File: config.mk
export PLATFORM = sky130hd
export DESIGN_NAME = song_select_ctrl
export DESIGN_NICKNAME = d
export VERILOG_FILES = /design/src/rtl/song_select_ctrl.sv
export SDC_FILE = /design/constraint.sdc
export NUM_CORES = 1
export LEC_CHECK = 0
export CORE_ASPECT_RATIO = 0.5
export CORE_MARGIN = 8
export CORE_UTILIZATION = 50
export CTS_CLUSTER_DIAMETER = 30
export DETAILED_ROUTE_END_ITERATION = 10
export PLACE_DENSITY = 0.76
export SKIP_CTS_REPAIR_TIMING = 1
export SLEW_MARGIN = 10
export SYNTH_ARGS = -nofsm -noshare
export SYNTH_HDL_FRONTEND = slang
export SYNTH_SLANG_ARGS = --single-unit
File: constraint.sdc
create_clock -name clk -period 2.7 [get_ports clk]
set_input_delay 0.405 -clock clk [delete_from_list [all_inputs] [get_ports clk]]
set_output_delay 0.405 -clock clk [all_outputs]
set_load 0.05 [all_outputs]
File: src/rtl/song_select_ctrl.sv
// Song-select controller.
// Synchronizes and debounces three raw push-buttons, turns their stable rising edges into
// one-cycle press events, and runs an IDLE/SELECT/LOCKED FSM that steps the selected song
// index and confirms a choice.
//
// Ports:
//   clk        - system clock, all state changes on its rising edge
//   rst        - asynchronous active-high reset
//   en         - high while the song-select screen is displayed
//   btn_up     - raw push-button, active-high
//   btn_down   - raw push-button, active-high
//   btn_ok     - raw push-button, active-high
//   song       - selected song index (3 = top row, 0 = bottom row), registered
//   selecting  - high only while in SELECT, registered
//   song_start - one-cycle pulse when a song is confirmed, registered
module song_select_ctrl #(
  parameter logic [19:0] DB_MAX = 20'd1_000_000
) (
  input  logic       clk,
  input  logic       rst,
  input  logic       en,
  input  logic       btn_up,
  input  logic       btn_down,
  input  logic       btn_ok,
  output logic [1:0] song,
  output logic       selecting,
  output logic       song_start
);

  typedef enum logic [1:0] {
    StIdle,
    StSelect,
    StLocked
  } state_e;

  // Bit order everywhere: [0] = up, [1] = down, [2] = ok.
  logic [2:0] raw;
  logic [2:0] sync_a;
  logic [2:0] sync_b;
  logic [2:0] stable;
  logic [2:0] stable_dly;
  logic [2:0] press;
  state_e     state;

  assign raw = {btn_ok, btn_down, btn_up};

  always_ff @(posedge clk or posedge rst) begin
    if (rst) begin
      sync_a <= '0;
      sync_b <= '0;
    end else begin
      sync_a <= raw;
      sync_b <= sync_a;
    end
  end

  // One debouncer per button: the stable level only follows the synchronized value after it
  // has differed for DB_MAX consecutive cycles; any return to the stable level restarts it.
  for (genvar i = 0; i < 3; i++) begin : g_db
    logic [19:0] cnt;
    logic        lvl;

    always_ff @(posedge clk or posedge rst) begin
      if (rst) begin
        cnt <= '0;
        lvl <= 1'b0;
      end else if (sync_b[i] == lvl) begin
        cnt <= '0;
      end else if (cnt == DB_MAX - 20'd1) begin
        lvl <= sync_b[i];
        cnt <= '0;
      end else begin
        cnt <= cnt + 20'd1;
      end
    end

    assign stable[i] = lvl;
  end

  always_ff @(posedge clk or posedge rst) begin
    if (rst) begin
      stable_dly <= '0;
    end else begin
      stable_dly <= stable;
    end
  end

  // Press event on 0->1 of the stable level only; releases are silent.
  assign press = stable & ~stable_dly;

  always_ff @(posedge clk or posedge rst) begin
    if (rst) begin
      state      <= StIdle;
      song       <= 2'd3;
      selecting  <= 1'b0;
      song_start <= 1'b0;
    end else begin
      song_start <= 1'b0;
      case (state)
        StIdle: begin
          if (en) begin
            state     <= StSelect;
            selecting <= 1'b1;
          end
        end
        StSelect: begin
          // Leaving the screen outranks every press; ok outranks up/down.
          if (!en) begin
            state     <= StIdle;
            selecting <= 1'b0;
          end else if (press[2]) begin
            state      <= StLocked;
            selecting  <= 1'b0;
            song_start <= 1'b1;
          end else if (press[0] && !press[1]) begin
            song <= song + 2'd1;
          end else if (press[1] && !press[0]) begin
            song <= song - 2'd1;
          end
        end
        StLocked: begin
          if (!en) begin
            state <= StIdle;
          end
        end
        default: begin
          state     <= StIdle;
          selecting <= 1'b0;
        end
      endcase
    end
  end

endmodule

Word-level counts from Yosys, hierarchy flattened
Cells that the tools add are included. Widths: inputs -> output; s select.

Output and inout bits: 4. Input port bits: 6. ROM bits: 0. Latch bits: 0. Word-level logic and storage cells: 68. Bits in registers: 78. RAM bits: 0. Memories: 0.

Multipliers: 0. Equality and inequality tests: 11. Shift operators: 0. Bitwise gates (word level): 7. Divide/modulo/power cells: 0. Mux-type cells: 20. $lt $le $gt $ge: 0. Reductions and logical operators: 12. Add/subtract/negate cells: 5.

Operators with widths (count): $mux 20 (6); $add 20x1->20 const B (3); $eq 20x20->1 const B (3); $mux 2 (6); $mux 1 (6); $pmux 2 s3 (1); $reduce_and 2->1 (3); $reduce_and 3->1 (2); $not 1->1 (5); $ne 2x2->1 const B (2); $reduce_and 4->1 (1); $and 3x3->3 (1); $eq 1x1->1 (3); $ne 3x3->1 const B (1); $not 3->3 (1); $pmux 1 s3 (1); $add 2x1->2 const B (1); $eq 2x1->1 const B (1); $eq 2x2->1 const B (1); $logic_and 1x1->1 (2); $logic_not 1->1 (2); $logic_not 2->1 (1); $reduce_bool 2->1 (1); $sub 2x1->2 const B (1).

Depth between registers and ports, before layout
Gate-level depths: netlist of run 1.

Depth after elaboration: 6. Mapped depth: 6. Gate-level depth less buffers: 5.

Worst setup path after synthesis of run 1
OpenSTA, ideal clock, no wires.

Kind: flip-flop to flip-flop. Start point: register g_db[1].cnt[15]. End point: register g_db[1].cnt[10]. Data arrival time: 1880 ps. Library setup time: 119 ps. Required time: 2581 ps. Period minus slack after synthesis: 1999 ps. Path buffers: 1. Cell stages (with the launch flop): 6. Setup slack: 701 ps. Cell sequence: dfrtp_1 or4b_1 or4_4 o21ai_4 buf_6 nor2_1.

Longest elaborated chain between the ends: 3.

Ends and longest elaborated chain: from (decl) (line 60) `logic [19:0] cnt;`; from (signal assigned) (line 73) `cnt <= cnt + 20'd1;`; $eq 20x20->1 (line 69) `end else if (cnt == DB_MAX - 20'd1) begin`; $mux 20 (line 69); $mux 20 (line 67) `end else if (sync_b[i] == lvl) begin`.

Every way passes these cells. A chain may end at the register's enable or synchronous reset.

Worst setup path in the final report of run 1
Start point: register g_db[1].cnt[15]. End point: register g_db[1].cnt[15].

Longest elaborated chain between the ends: 3. Elaborated cells between the ends (all ways): 4. Classes of those cells: add/sub (1); eq/ne (1); mux (2).

Ends and longest elaborated chain (line): $add 20x1->20 / $eq 20x20->1 (equally long branches) (73, 69); $mux 20 * (69); $mux 20 * (67).

Every way passes the cells marked *; elsewhere a longest branch is shown, timed or not.

==> results of run 1 <==
-- cells in the final DEF (no fill, tap or decap), types with 4 or more instances in the layout --
cell / instances
buf_4: 8
clkbuf_16: 9
dfrtp_1: 76
nand4_1: 12
o31ai_1: 7
a21oi_1: 16
inv_1: 10
nor2_1: 51
and2_1: 4
o21ai_0: 9
xnor2_1: 28
or3_1: 10
clkdlybuf4s50_1: 9
xor2_1: 17
nand3_1: 20
nor3_1: 8
nor2b_1: 5
nand2_1: 20
or4_1: 11
ha_1: 4
nor4_1: 8
-- kinds of logic (layout without fill, tap and decap cells) --
kind of cell / after synthesis / in the layout / synth area share [%]
DFF: 78 / 78 / 53.8
AOI/OAI and AO/OA: 35 / 35 / 5.68
buffers and inverters: 16 / 45 / 1.93
xor gates and xnor gates: 45 / 45 / 10.8
and+or+nand+nor: 170 / 170 / 25.2
adders and majority gates: 4 / 4 / 1.38
muxes: 4 / 4 / 1.21
-- worst reg2reg max path, cell delays in order, from the launching register on --
cell and delay [ns]:
dfrtp_1 0.43, or4b_1 0.55, or4_4 0.56, o21ai_4 0.44
nor2_1 0.14
-- power by group --
part           internal (uW)  leakage [uW]  switching, uW
Sequential              1190       0.00106           14.1
Combinational           33.9      0.000507           58.3
Clock                    897      0.000165            469
Total                   2120       0.00173            542
-- stage by stage --
stage / std cells / total power [uW] / hold WS [ns]
3_3_place_gp: 461 / 1310 / 0.333
5_1_grt: 477 / 2750 / 0.359
6_report: 477 / 2660 / 0.348
3_5_place_dp: 461 / 1320 / 0.336
2_1_floorplan: 352 / 1280 / 0.331
4_1_cts: 477 / 2680 / 0.348
-- state kept, by name, summed over array words and instances (netlist names) --
name / count
song_start: 1
song: 2
sync_a: 3
stable_dly: 3
g_db.cnt: 60
selecting: 1
g_db.lvl: 3
sync_b: 3
state: 2
-- path summary, 6_finish.rpt --
kind                            startpoint         endpoint  slack (ns)  cells after the start
min                              sync_a[1]        sync_b[1]        0.35                      0
max in group asynchronous              rst  g_db[0].cnt[14]        1.52                      4
max reg2reg                g_db[1].cnt[15]  g_db[1].cnt[15]        0.43                      4
max                        g_db[1].cnt[15]  g_db[1].cnt[15]        0.43                      4
min reg2reg                      sync_a[1]        sync_b[1]        0.35                      0
min in group asynchronous              rst    stable_dly[2]        0.43                      2
-- per-layer routing --
layer	up-vias	track usage (%)	wire [um]
met5	-	0	0
met4	0	6.86	121
met3	11	5.13	236
li1	1296	-	-
met1	1275	15.7	3000
met2	42	23.7	3500
-- area by class of cell --
class / instances / area (um2) / area share [%]
inverters: 11 / 41.3 / 0.974
well taps: 96 / 120 / 2.83
multi-input cells: 258 / 1610 / 38.1
clock buffers: 9 / 225 / 5.31
repair buffers: 18 / 170 / 4.02
flip-flops and latches: 78 / 1950 / 46.1
clock inverters: 7 / 113 / 2.66
==> impl_metrics.tcl, run 1 <==
set metrics [dict create \
    worst_pin_slew_ns 0.519 \
    num_vias 2624 \
    final_max_slew_viol_count 0 \
    start_util_pct 50.6 \
    cts.sinks 78 \
    finalCritPeriodShare_pct 83.9 \
    syn-mean-instance-area_um2 10.3 \
    via_per_inst 5.50 \
    drcViolationCount 0 \
    critPathKind "reg2reg" \
    endpoint_kind "flip-flop" \
    power.density_nw_per_um2 628 \
    crit_slowest_cell "or4_4" \
    power.leakage_uw 0.00173 \
    dominantRegCellSynth "dfrtp_1" \
    synth_top_area_share_pct 52.3 \
    drt-initial-drc-count 73 \
    grt_pass1_vias 2670 \
    wl_per_cell_um 14.4 \
    cp_top_family "simple AND/OR/NAND/NOR gates" \
    grt_overflow 0 \
    syn-num-nets 362 \
    post-place-ws_ns 0.531 \
    arrival_ns 2.46 \
    required_ns 2.89 \
    hold_viol 0 \
    min_path_type "reg2reg" \
    ctsRootBufferMaster "clkbuf_16" \
    ir_worst_vdd_uv 314 \
    fill_cells 593 \
    clock_skew_ns 0.00490 \
    drive_gt1_share_pct 9.97 \
    maxCapViolCount 0 \
    num_io_pins 10 \
    first_pass_iters 4 \
    synthCells 352 \
    slew_headroom_pct 65.3 \
    startpoint_type "flip-flop" \
    synth_edf_count 0 \
    ys_seq_area_share_pct 53.8 \
    status "complete, no violations" \
    crit_path_max_incr_delay_ns 0.56 \
    grt_max_degree 36 \
    grt_pass1_wl_um 11900 \
    clock_latency_ns 0.33 \
    synth.area.top_cells "dfrtp_1 (52%), xnor2_1 (6.7%), nor2_1 (5.3%), xor2_1 (4.1%), nand3_1 (2.8%)" \
    clock_path_buffers 2 \
    nNetsFinal 386 \
    antenna_found_initial 0 \
    ys_async_sr_fraction_pct 100 \
    area_growth_pct 16.6 \
    setup_tns_ns 0 \
    ant_nets 0 \
    finalSetupViolCount 0 \
    dpl_cell_area_um2 3900 \
    placementRows 22 \
    yosysTopAreaCell "dfrtp_1" \
    fin_area_um2 4240 \
    dieArea_um2 10400 \
    dpl.hpwl_um 4670 \
    grt_usage_pct 14.2 \
    finalCriticalPeriod_ns 2.27 \
    portBuffers 9 \
    worstPathMaxFanout 19 \
    ys_warn_count 0 \
    yosysMostFrequentCell "dfrtp_1" \
    gp_congestion 0.847 \
    path_clk_slew_ns 0.06 \
    setup_ws_ns 0.434 \
    path_cells "or4b_1 -> or4_4 -> o21ai_4 -> nor2_1" \
    die_h_um 76.3 \
    die-width_um 137 \
    core-area_um2 7180 \
    synth.distinct_cells 38 \
    cts_tree "yes" \
    synth-seq-cells 78 \
    rsz0062_at_grt "no" \
    cp_num_buf_inv 0 \
    final_util_pct 59.0 \
    synth_common_cells "dfrtp_1 (76), nor2_1 (51), xnor2_1 (28), nand2_1 (20), nand3_1 (20)" \
    numCtsBuffers 9 \
    syn-cell-area_um2 3630 \
    max_freq_mhz 441 \
    insertedDiodeCount 0 \
    htreeDepth 3 \
    wl_um 6860 \
]
(Power assumes the default switching activity.)
==> inputs of run 2 (changes only) <==
==> constraint.sdc (replaced) <==
create_clock -name clk -period 2.3 [get_ports clk]
set_input_delay 0.345 -clock clk [delete_from_list [all_inputs] [get_ports clk]]
set_output_delay 0.345 -clock clk [all_outputs]
set_load 0.05 [all_outputs]
==> run 2 against run 1 <==
Compared with the run above: critical path depth stayed put; die area stayed put; setup slack worse by 0.24 ns; count of clock-buffer cells in the layout stayed put; total power is 8.8% higher; via count is 0.57% higher; clock power hardly changed; worst hold slack better by 0.0034 ns; register-to-register slack worse by 0.24 ns; sequential power is 18% higher; core utilization is 0.64 points lower; largest cell class unchanged; highest routed layer unchanged.
==> impl_metrics.tcl, run 2 (synthesis results as in run 1) <==
set metrics [dict create \
    power.leakage_uw 0.00169 \
    whs_path_depth 0 \
    worstPathMaxFanout 5 \
    final_max_slew_viol_count 0 \
    grt_usage_pct 14.9 \
    portBuffers 9 \
    crit_path_max_incr_delay_ns 0.55 \
    nNetsFinal 384 \
    ant_nets 0 \
    insertedDiodeCount 0 \
    numCtsBuffers 9 \
    met1_usage_pct 17.4 \
    drt-initial-drc-count 157 \
    stdcell_count 475 \
    setup_ws_ns 0.194 \
    grt_max_degree 34 \
    placementRows 22 \
    placed_cells 459 \
    slew_headroom_pct 57.2 \
    regMostFlops "g_db.cnt" \
    die-width_um 137 \
    area_growth_pct 15.4 \
    status "complete, no violations" \
    min_path_type "reg2reg" \
    wl_um 6900 \
    drcViolationCount 0 \
    core-area_um2 7180 \
    die_h_um 76.3 \
    power.density_nw_per_um2 691 \
    finalSetupViolCount 0 \
    cts.sinks 78 \
    antenna_found_initial 0 \
    num_io_pins 10 \
    endpoint_kind "flip-flop" \
    final_util_pct 58.3 \
    arrival_ns 2.33 \
    ir_worst_vdd_uv 337 \
    largest_register_ffs 60 \
    clock_latency_ns 0.34 \
    cts_tree "yes" \
    wl_per_cell_um 14.5 \
    rsz0062_at_grt "no" \
    ctsRootBufferMaster "clkbuf_16" \
    startpoint_type "flip-flop" \
    grt_overflow 0 \
    path_cells "or4b_1 -> or4_4 -> nor2_1 -> mux2_2" \
    finalCriticalPeriod_ns 2.11 \
    total_power_uw 2890 \
    num_vias 2639 \
    required_ns 2.52 \
    htreeDepth 3 \
    crit_slowest_cell "or4b_1" \
    path_clk_slew_ns 0.06 \
    grt_pass1_wl_um 12700 \
    first_pass_iters 7 \
    reg2reg_depth 4 \
    via_per_inst 5.56 \
    use_met2_pct 24.8 \
    clock_skew_ns 0.00592 \
    clock_path_buffers 2 \
    hold_viol 0 \
    final_common_cell "dfrtp_1" \
    maxCapViolCount 0 \
    finalCritPeriodShare_pct 91.6 \
    grt_pass1_vias 2747 \
    dieArea_um2 10400 \
    max_freq_mhz 475 \
    post-place-ws_ns 0.191 \
    worst_pin_slew_ns 0.641 \
    met3_usage_pct 5.13 \
    dpl.hpwl_um 4810 \
    setup_tns_ns 0 \
    grt_busiest_layer "met2" \
    start_util_pct 50.6 \
    drive_gt1_share_pct 9.50 \
    gp_congestion 0.884 \
    critPathKind "reg2reg" \
    final_cell_mix "dfrtp_1 (76), nor2_1 (51), xnor2_1 (28), nand2_1 (20), nand3_1 (20)" \
]
-- run 2: cell types whose count changed in the layout (fill, tap and decap cells not counted), sizes merged --
cell,change
buf,-2
bufinv,-2
clkinv,+1
clkinvlp,+2
inv,-1
-- run 2: critical path, delay by kind of cell, from the launching register on --
kind | cells | cell delay, ns
AND/OR/NAND/NOR | 3 | 1.23
flip-flops | 1 | 0.43
multiplexers | 1 | 0.34
-- run 2: routing by layer --
layer  routed length, um  part of all wire, %  vias up
met3                 247                  3.6        7
met1                3050                   44     1316
li1                    -                    -     1281
met5                   0                    0        -
met4                  78                  1.1        0
met2                3530                   51       35
-- run 2: final cells by class --
type / instances / area [um2]
Fill cell: 574 / 2990
Multi-Input combinational cell: 258 / 1610
Tap cell: 96 / 120
Sequential cell: 78 / 1950
Clock buffer: 9 / 225
Inverter: 11 / 45.0
Clock inverter: 7 / 65.1
Timing Repair Buffer: 16 / 168
-- run 2: power breakdown --
part / switching (uW) / internal [uW] / total [uW]
registers: 16.7 / 1390 / 1410
clock network: 544 / 831 / 1370
logic: 69.5 / 39.5 / 109
total: 630 / 2260 / 2890
-- run 2: per-stage QoR --
stage | hold slack [ns] | instance area, um2
floorplan | 0.331 | 3640
global placement | 0.337 | 3900
detailed placement | 0.341 | 3900
CTS | 0.354 | 4190
global route | 0.365 | 4190
finish | 0.351 | 4190
-- run 2: final timing paths --
kind | start | end | slack, ns
worst max-delay path | g_db[1].cnt[15] | g_db[1].lvl | 0.19
worst min-delay path | sync_a[0] | sync_b[0] | 0.35
worst max register to register | g_db[1].cnt[15] | g_db[1].lvl | 0.19
worst min register to register | sync_a[0] | sync_b[0] | 0.35
max in group asynchronous | rst | g_db[0].cnt[3] | 1.23
min in group asynchronous | rst | selecting | 0.44
==> inputs of run 3 (changes only) <==
--- a/config.mk
+++ b/config.mk
@@ -7,10 +7,10 @@
 export LEC_CHECK = 0
 export CORE_ASPECT_RATIO = 0.5
 export CORE_MARGIN = 8
-export CORE_UTILIZATION = 50
-export CTS_CLUSTER_DIAMETER = 30
+export CORE_UTILIZATION = 51
+export CTS_CLUSTER_DIAMETER = 80
 export DETAILED_ROUTE_END_ITERATION = 10
-export PLACE_DENSITY = 0.76
+export PLACE_DENSITY = 0.77
 export SKIP_CTS_REPAIR_TIMING = 1
 export SLEW_MARGIN = 10
 export SYNTH_ARGS = -nofsm -noshare
==> run 3 against run 2 <==
Compared with the run above: global-route usage fell by 0.13 points; non-clock buffer count up 2; cell area is 1.0% higher; fmax rose by 0.34%; sequential cell count did not move; setup slack better by 0.0071 ns; combinational power is essentially flat; count of clock-buffer cells in the layout grew 4; worst hold slack worse by 0.0028 ns; clock power grew 12%; clock skew decreased by 0.0018 ns.
==> impl_metrics.tcl, run 3 (synthesis results as in run 1) <==
set metrics [dict create \
    grt_pass1_wl_um 11900 \
    comb_power_share_pct 3.5 \
    grt_max_degree 34 \
    arrival_ns 2.31 \
    cts.sinks 78 \
    largest_register_ffs 60 \
    die_h_um 75.7 \
    worstPathMaxFanout 5 \
    placementRows 21 \
    core-area_um2 6780 \
    ir_worst_vdd_uv 517 \
    ctsRootBufferMaster "clkbuf_16" \
    final_common_cell "dfrtp_1" \
    drive_gt1_share_pct 9.71 \
    portBuffers 9 \
    endpoint_kind "flip-flop" \
    via_per_inst 5.65 \
    drcViolationCount 0 \
    final_max_slew_viol_count 0 \
    clock_path_buffers 2 \
    nNetsFinal 386 \
    status "complete, no violations" \
    rsz0062_at_grt "no" \
    first_pass_iters 4 \
    grt_pass1_vias 2680 \
    start_util_pct 53.6 \
    numCtsBuffers 9 \
    pwr-share-clk_pct 50.4 \
    die-width_um 135 \
    insertedDiodeCount 0 \
    path_cells "or4b_1 -> or4_4 -> nor2_1 -> mux2_2" \
    setup_tns_ns 0 \
    fill_cells 543 \
    hold_viol 0 \
    wl_um 6790 \
    area_growth_pct 16.5 \
    clock_latency_ns 0.33 \
    gp_congestion 0.876 \
    min_path_type "reg2reg" \
    wl_per_cell_um 14.4 \
    num_io_pins 10 \
    antenna_found_initial 0 \
    dpl.hpwl_um 4870 \
    crit_path_max_incr_delay_ns 0.54 \
    internal_power_uw 2470 \
    swShare_pct 19.3 \
    critPathKind "reg2reg" \
    max_freq_mhz 476 \
    grt_overflow 0 \
    switchingPower_uw 592 \
    finalCritPeriodShare_pct 91.3 \
    stdcell_count 473 \
    cts_tree "yes" \
    required_ns 2.52 \
    final_cell_mix "dfrtp_1 (76), nor2_1 (51), xnor2_1 (28), nand2_1 (20), nand3_1 (20)" \
    num_vias 2671 \
    grt_usage_pct 14.8 \
    crit_slowest_cell "or4b_1" \
    power.leakage_uw 0.00172 \
    drt-initial-drc-count 159 \
    clock_skew_ns 0.00410 \
    seqPwrFrac_pct 46.1 \
    maxCapViolCount 0 \
    path_clk_slew_ns 0.06 \
    dieArea_um2 10200 \
    ant_nets 0 \
    finalCriticalPeriod_ns 2.10 \
    finalSetupViolCount 0 \
    worst_pin_slew_ns 0.666 \
    startpoint_type "flip-flop" \
    htreeDepth 3 \
    slew_headroom_pct 55.5 \
    placed_cells 457 \
    regMostFlops "g_db.cnt" \
    power.density_nw_per_um2 723 \
]
==> run 3: cell types whose count changed in the layout (fill, tap and decap cells not counted), sizes merged <==
cell / delta
buf: +2
clkinvlp: -2
clkbuf: +4
bufinv: +1
clkinv: -3
==> run 3: through the flow <==
step	area [um2]	power, uW	hold slack (ns)	utilization, %	worst slack [ns]
6_report	4230	3060	0.348	62.5	0.201
5_1_grt	4230	3170	0.365	62.5	0.161
4_1_cts	4230	3110	0.351	62.5	0.202
3_5_place_dp	3900	1550	0.336	57.5	0.233
3_3_place_gp	3900	1540	0.336	57.5	0.263
2_1_floorplan	3640	1500	0.331	-	0.301
==> run 3: path summary, 6_finish.rpt <==
kind | cells past startpoint | start | slack (ns) | endpoint
hold reg to reg | 0 | sync_a[0] | 0.35 | sync_b[0]
hold / removal | 0 | sync_a[0] | 0.35 | sync_b[0]
max in group asynchronous | 3 | rst | 1.22 | g_db[0].cnt[12]
setup reg to reg | 4 | g_db[1].cnt[15] | 0.20 | g_db[1].lvl
min in group asynchronous | 2 | rst | 0.46 | selecting
setup / recovery | 4 | g_db[1].cnt[15] | 0.20 | g_db[1].lvl
==> run 3: cell type report <==
class	instances	area (um2)	area share [%]
tap	92	115	2.72
sequential	78	1950	46.2
inverter	11	45.0	1.06
multi-input combinational	258	1610	38.1
timing repair buffer	18	170	4.02
clock inverter	3	65.1	1.54
clock buffer	13	270	6.38
==> run 3: power by group through the flow <==
stage	sequential (uW)	combinational, uW	clock, uW
4_1_cts	1410	111	1590
3_3_place_gp	1430	107	0
2_1_floorplan	1440	63.7	0
5_1_grt	1410	122	1630
3_5_place_dp	1440	110	0
6_report	1410	108	1540
==> run 3: worst max-delay path: cells and delay by family, from the launching register on <==
kind             cells  cell delay, ns
AND/OR/NAND/NOR      3            1.22
multiplexers         1            0.34
flip-flops           1            0.42
==> run 3: layer usage <==
metal / routed length [um] / track usage [%] / vias to the layer above
li1: - / - / 1288
met1: 3030 / 15.8 / 1348
met2: 3550 / 26.5 / 33
met3: 197 / 5.59 / 2
met4: 17 / 5.85 / 0
met5: 0 / 0 / -
